**config.mk**
```make
export PLATFORM = sky130hd
export DESIGN_NAME = ram_fifo_ctrl
export DESIGN_NICKNAME = d
export VERILOG_FILES = /design/src/rtl/ram_fifo_ctrl.sv
export SDC_FILE = /design/constraint.sdc
export NUM_CORES = 1
export LEC_CHECK = 0
export CORE_AREA = 2 2 82 84
export DETAILED_ROUTE_END_ITERATION = 12
export DIE_AREA = 0 0 84 86
export DONT_BUFFER_PORTS = 1
export PLACE_DENSITY = 0.66
export SETUP_SLACK_MARGIN = 0.4
export SLEW_MARGIN = 20
export SYNTH_ARGS = -nofsm -noshare
export SYNTH_HDL_FRONTEND = slang
export SYNTH_SLANG_ARGS = --single-unit
```
**constraint.sdc**
```tcl
create_clock -name clk_i -period 7.25 [get_ports clk_i]
set_input_delay 0.725 -clock clk_i [delete_from_list [all_inputs] [get_ports clk_i]]
set_output_delay 0.725 -clock clk_i [all_outputs]
set_load 0.005 [all_outputs]
```
**src/rtl/ram_fifo_ctrl.sv**
```systemverilog
// FIFO controller driving an external 1R1W RAM with registered read data.
// A 2-entry skid buffer absorbs the read latency so one word per cycle can flow.
module ram_fifo_ctrl #(
  parameter  int Width      = 8,
  parameter  int Depth      = 512,
  localparam int AddrWidth  = $clog2(Depth),
  localparam int CountWidth = $clog2(Depth + 3)
) (
  input  logic                  clk_i,
  input  logic                  rst_ni,
  input  logic                  valid_i,
  input  logic [Width-1:0]      data_i,
  output logic                  ready_o,
  output logic                  valid_o,
  output logic [Width-1:0]      data_o,
  input  logic                  ready_i,
  output logic [CountWidth-1:0] count_o,
  output logic                  ram_wr_valid_o,
  output logic [AddrWidth-1:0]  ram_wr_addr_o,
  output logic [Width-1:0]      ram_wr_data_o,
  output logic                  ram_rd_valid_o,
  output logic [AddrWidth-1:0]  ram_rd_addr_o,
  input  logic [Width-1:0]      ram_rd_data_i
);

  localparam logic [AddrWidth:0] RamFull = (AddrWidth + 1)'(Depth);

  logic [AddrWidth-1:0] r_wr_ptr;
  logic [AddrWidth-1:0] r_rd_ptr;
  logic [AddrWidth:0]   r_ram_cnt;
  logic                 r_inflight;
  logic [1:0]           r_skid_cnt;
  logic [Width-1:0]     r_skid [2];
  logic                 r_skid_rd;
  logic                 r_skid_wr;

  logic w_push;
  logic w_pop;
  logic w_issue;
  logic w_room;

  assign ready_o = (r_ram_cnt != RamFull);
  assign valid_o = (r_skid_cnt != 2'd0);
  assign data_o  = r_skid[r_skid_rd];

  assign w_push = valid_i && ready_o;
  assign w_pop  = valid_o && ready_i;

  // Skid slots not yet claimed by held or in-flight words; a pop frees one this cycle.
  assign w_room  = ({1'b0, r_skid_cnt} + {2'b00, r_inflight}) < 3'd2;
  assign w_issue = (r_ram_cnt != '0) && (w_room || w_pop);

  assign ram_wr_valid_o = w_push;
  assign ram_wr_addr_o  = r_wr_ptr;
  assign ram_wr_data_o  = data_i;
  assign ram_rd_valid_o = w_issue;
  assign ram_rd_addr_o  = r_rd_ptr;

  assign count_o = CountWidth'(r_ram_cnt) + CountWidth'(r_skid_cnt) + CountWidth'(r_inflight);

  always_ff @(posedge clk_i or negedge rst_ni) begin
    if (!rst_ni) begin
      r_wr_ptr   <= '0;
      r_rd_ptr   <= '0;
      r_ram_cnt  <= '0;
      r_inflight <= 1'b0;
    end else begin
      if (w_push) r_wr_ptr <= r_wr_ptr + 1'b1;
      if (w_issue) r_rd_ptr <= r_rd_ptr + 1'b1;
      r_ram_cnt  <= r_ram_cnt + (AddrWidth + 1)'(w_push) - (AddrWidth + 1)'(w_issue);
      r_inflight <= w_issue;
    end
  end

  // Skid is a tiny circular FIFO; capture and pop in one cycle leave its count unchanged.
  always_ff @(posedge clk_i or negedge rst_ni) begin
    if (!rst_ni) begin
      r_skid[0]  <= '0;
      r_skid[1]  <= '0;
      r_skid_rd  <= 1'b0;
      r_skid_wr  <= 1'b0;
      r_skid_cnt <= 2'd0;
    end else begin
      if (r_inflight) begin
        r_skid[r_skid_wr] <= ram_rd_data_i;
        r_skid_wr         <= ~r_skid_wr;
      end
      if (w_pop) r_skid_rd <= ~r_skid_rd;
      r_skid_cnt <= r_skid_cnt + 2'(r_inflight) - 2'(w_pop);
    end
  end

endmodule

```
== After elaboration in Yosys (flattened, before gate mapping) ==
Cells that the tools add are included.

* Register bits after elaboration: 49
* Bits of input ports: 20
* Output and inout bits: 48
* Logic and storage cells: 40

* $add $sub $neg: 9
* Order comparisons: 4
* Equal/unequal tests: 1
* Muxes and demuxes: 6
* Bitwise logic cells: 4
* Reduce and logical (&&, ||, !) cells: 7

{| class="wikitable"
|+ Operators by type and width
! operator !! count
|-
| two-way mux 8 bit || 4
|-
| adder 10 x 1 -> 10 bit || 2
|-
| adder 9 x 1 -> 9 bit, second input constant || 2
|-
| bitwise mux 16 bit || 1
|-
| adder 10 x 2 -> 10 bit || 1
|-
| != test 10 bit, second input constant || 1
|-
| nonzero test 10 bit || 1
|-
| subtractor 10 x 1 -> 10 bit || 1
|-
| demux 8 bit (select 1 bit) || 1
|-
| >= comparator 2 bit, second input constant || 2
|-
| logical AND 1 bit || 4
|-
| inverter 1 -> 2 bit || 2
|-
| adder 2 x 1 -> 3 bit || 1
|-
| < comparator 3 x 2 -> 1 bit, second input constant || 1
|-
| adder 2 x 1 -> 2 bit || 1
|-
| < comparator 2 x 1 -> 1 bit, second input constant || 1
|-
| inverter 1 bit || 2
|-
| nonzero test 2 bit || 1
|-
| subtractor 2 x 1 -> 2 bit || 1
|-
| logical OR 1 bit || 1
|}

== Logic depth before layout (Yosys ltp) ==
* Word-level depth: 6
* Gate-level depth with buffers: 14
* Gate-level depth less buffers: 14

== Worst setup path after synthesis ==
Ideal clock, no wire load.

* Path type: flip-flop to flip-flop
* Start: register r_ram_cnt[6]
* End: register r_ram_cnt[8]
* Library setup time: 0.079 ns
* Data arrival time: 2.918 ns
* Required time: 7.171 ns
* Path slack: 4.253 ns
* Stages on the path, launching flop included: 15
* Buffers on the path: 0
* Clock period less this slack: 2.997 ns
* Path through: dfrtp_1 inv_1 ha_1 and4bb_4 a32oi_4 ha_1 inv_1 ha_1 inv_1 fa_1 nand2b_1 a21oi_1 nor2_1 o31ai_1 xor2_1

* Elaborated cells on any way between the ends: 6
* Classes of those cells: add/sub: 2; eq/ne: 1; reduce/logical: 3

{| class="wikitable"
|+ RTL lines
! what !! RTL line !! text
|-
| from (decl) || 30 || <nowiki>logic [AddrWidth:0] r_ram_cnt;</nowiki>
|-
| from (signal assigned) || 70 || <nowiki>r_ram_cnt <= r_ram_cnt + (AddrWidth + 1)'(w_push) - (AddrWidth + 1)'(w_issue);</nowiki>
|-
| nonzero test 10 bit || 51 || <nowiki>assign w_issue = (r_ram_cnt != '0) && (w_room || w_pop);</nowiki>
|-
| logical AND 1 bit || 51 ||
|-
| net ram_rd_valid_o || 21 || <nowiki>output logic ram_rd_valid_o,</nowiki>
|-
| subtractor 10 x 1 -> 10 bit || 70 ||
|}

The timed path passes the listed nets, and every way through them passes these cells.
A chain may end at the register's enable or synchronous reset.

== Worst setup path in the final report ==
Same ends and word-level chain as after synthesis.

==> flow_metrics.tcl <==
set metrics [dict create \
    status "finished, final reports clean" \
    avgSynthCellArea_um2 11.6 \
    dp.cells 308 \
    clk_latency_ns 0.30 \
    std_cell_rows 29 \
    dpl.hpwl_um 3710 \
    ys_types 34 \
    htree_levels 2 \
    cts_tree "built" \
    final_max_slew_viol_count 0 \
    die_h_um 86 \
    grt_setup_unrepaired "no" \
    cp-end-kind "flip-flop" \
    worstPathRequired_ns 7.48 \
    first_pass_iters 4 \
    nNetsFinal 287 \
    worstHoldPathType "primary input to asynchronous set/reset pin" \
    ys.flop_type "dfrtp_1" \
    ant_nets 0 \
    worstReg2RegStart "r_ram_cnt[6]$_DFF_PN0_" \
    cts_setup_buffers 0 \
    wire_per_inst_um 15.5 \
    fmax_mhz 306 \
    cts-resized-gates 0 \
    cts_made_buffers 5 \
    track_usage_pct 14.7 \
    yosysWarnings 0 \
    crit_end "r_ram_cnt[8]$_DFF_PN0_" \
    hold_ws_ns 0.108 \
    critPathMaxFanout 10 \
    grt_pass1_wl_um 8340 \
    antenna_found_initial 0 \
    r2r_slack_ns 3.98 \
    finalClockSkew_ns 0.00849 \
    crit_chain "inv_1, ha_1, and4bb_4, a32oi_4, ha_1, inv_1, ha_1, inv_1, fa_1, nand2b_1, a21oi_1, nor2_1, o31ai_1, xor2_1" \
    synth-async-reset-ratio_pct 100 \
    crit_buf_inv 3 \
    drt-initial-drc-count 25 \
    multi_input_area_um2 1420 \
    muxShareOfSynthArea_pct 10.8 \
    synth_compound_area_share_pct 5.45 \
    dieArea_um2 7220 \
    wirelength_um 4900 \
    cts_root_buffer "clkbuf_8" \
    ios 68 \
    fin_ws_ns 3.98 \
    fp.dieW_um 84 \
    area_delta_synth_final_pct 5.00 \
    syn_inst 241 \
    leakage_nw 1.34 \
    slowest_stage "dfrtp_1" \
    synth_edf_count 0 \
    grt_pass1_vias 1646 \
    drive_above_1_share_pct 15.9 \
    path_class "flip-flop to flip-flop" \
    design.core.area_um2 6280 \
    relSlewSlack_pct 49.5 \
    finalCritPeriodShare_pct 45.1 \
    place_congestion 0.845 \
    overflow 0 \
    initial_core_util_pct 44.6 \
    synthSimpleGateAreaFrac_pct 10.0 \
    antenna_cells 0 \
    clock-sinks 49 \
    setup_viol 0 \
    synth_top_family_by_area "adder cells" \
    power_density_nw_per_um2 515 \
    regArea_um2 1230 \
    io_buffers 0 \
    synth_adder_area_share_pct 13.8 \
    drc_errors 0 \
    synth_nets 290 \
    clk_path_buf_depth 2 \
    critical_path.top_delay_family "adder cells" \
    synth_xor_area_share_pct 10.6 \
    clkTransAtPathRegs_ns 0.09 \
    worst_setup_path_start_kind "flip-flop" \
    finalCriticalPeriod_ns 3.27 \
    ctsHoldBuffers 0 \
    rr_endpoint "r_ram_cnt[8]$_DFF_PN0_" \
    netlist_area_um2 2800 \
    grt_start_max_net_pins 50 \
    arrival_ns 3.50 \
    via_per_inst 5.12 \
    maxCapViolations 0 \
    fillerInstances 582 \
    worstRegToRegCells 14 \
    peakVddDrop_mv 0.242 \
    synth_seq_cells 49 \
    hold_violations 0 \
    synth_seq_area_share_pct 43.8 \
    worst-path-stages 14 \
    cp-startpoint "r_ram_cnt[6]$_DFF_PN0_" \
    finalSetupTns_ns 0 \
    cpPeakStageDelay_ns 0.44 \
    dr_total_vias 1619 \
    post-place-ws_ns 3.95 \
    instances_no_fill 316 \
    worst_pin_slew_ns 0.755 \
]
==> layout by cell type, fill, tap and decap left out, types with 2 or more instances in the layout <==
| master | instances |
|---|---|
| mux2_2 | 25 |
| a21o_1 | 2 |
| nor2_1 | 9 |
| nand4_1 | 10 |
| clkbuf_8 | 5 |
| and2_1 | 3 |
| xor2_1 | 11 |
| nand3_1 | 6 |
| xnor2_1 | 23 |
| ha_1 | 26 |
| inv_1 | 23 |
| nand2_1 | 11 |
| o21bai_1 | 3 |
| a21oi_1 | 6 |
| fa_1 | 3 |
| and3_1 | 5 |
| dfrtp_1 | 49 |
| nor3_1 | 2 |
==> how the worst min path moves through the flow <==
stage               startpoint                      endpoint  slack, ns  depth (start not counted)
global route            rst_ni  ram_rd_addr_o[2]$_DFFE_PN0P_       0.07                          0
detailed placement      rst_ni        r_ram_cnt[5]$_DFF_PN0_       0.43                          0
CTS                     rst_ni        r_ram_cnt[0]$_DFF_PN0_        0.1                          0
finish                  rst_ni        r_ram_cnt[5]$_DFF_PN0_       0.11                          0
global placement        rst_ni        r_ram_cnt[5]$_DFF_PN0_       0.43                          0
floorplan               rst_ni          r_inflight$_DFF_PN0_       0.43                          0
==> where the power goes <==
group	switching (mW)	total [mW]	internal [mW]
clock network	0.0940	0.198	0.103
registers	0.145	0.555	0.410
logic	0.388	0.762	0.374
==> cells by family after synthesis <==
group           Yosys count
xor+xnor                 34
fa+ha+maj                29
simple gates             52
flops                    49
mux                      27
compound gates           17
buf+inv                  33
==> per-layer routing <==
layer  vias up  global-route usage (%)  wire length, um
li1        803                       -                -
met1       776                    18.6             2200
met2        36                    24.4             2380
met3         4                    4.62              254
met4         0                    4.55               56
met5         -                       0                0
==> worst register-to-register path: stages, from the launching register on <==
cell      delay, ns
dfrtp_1        0.44
inv_1          0.10
ha_1           0.20
and4bb_4       0.22
a32oi_4        0.39
ha_1           0.30
inv_1          0.06
ha_1           0.15
inv_1          0.06
fa_1           0.40
nand2b_1       0.16
a21oi_1        0.23
nor2_1         0.07
o31ai_1        0.27
xor2_1         0.16
==> sequential cells by signal, indices dropped and copies added (netlist names) <==
signal / flops
r_skid: 16
ram_rd_addr_o: 9
r_skid_cnt: 2
r_skid_rd: 1
r_skid_wr: 1
ram_wr_addr_o: 9
r_inflight: 1
r_ram_cnt: 10
==> Yosys cell counts (3+ instances only) <==
master    count  share of area (%)
nand3_1       6                1.1
nor2_1        9                1.2
o21bai_1      3               0.80
inv_1        23                3.1
and2_1        3               0.67
fa_1          3                2.1
and3_1        5                1.1
nand2_1      11                1.5
ha_1         26                 12
dfrtp_1      49                 44
mux2_2       25                 10
xor2_1       11                3.4
buf_4         8                2.1
xnor2_1      23                7.2
nand4_1      10                2.2
a21oi_1       6                1.1
==> per-stage QoR <==
| step | power, mW | utilization [%] | area, um^2 |
|---|---|---|---|
| after global routing | 1.67 | 46.9 | 2940 |
| after detailed placement | 1.34 | 45.1 | 2830 |
| final | 1.51 | 46.9 | 2940 |
| after global placement | 1.32 | 45.1 | 2830 |
| after floorplan | 1.17 | - | 2800 |
| after CTS | 1.54 | 46.9 | 2940 |
==> final cells by class <==
cell class / count / share of cell area (%)
clock buffers: 5 / 2.34
clock inverters: 3 / 1.49
well taps: 77 / 3.28
inverters: 23 / 2.93
flip-flops and latches: 49 / 41.7
multi-input cells: 159 / 48.3
Power figures use the tool's default switching activity.
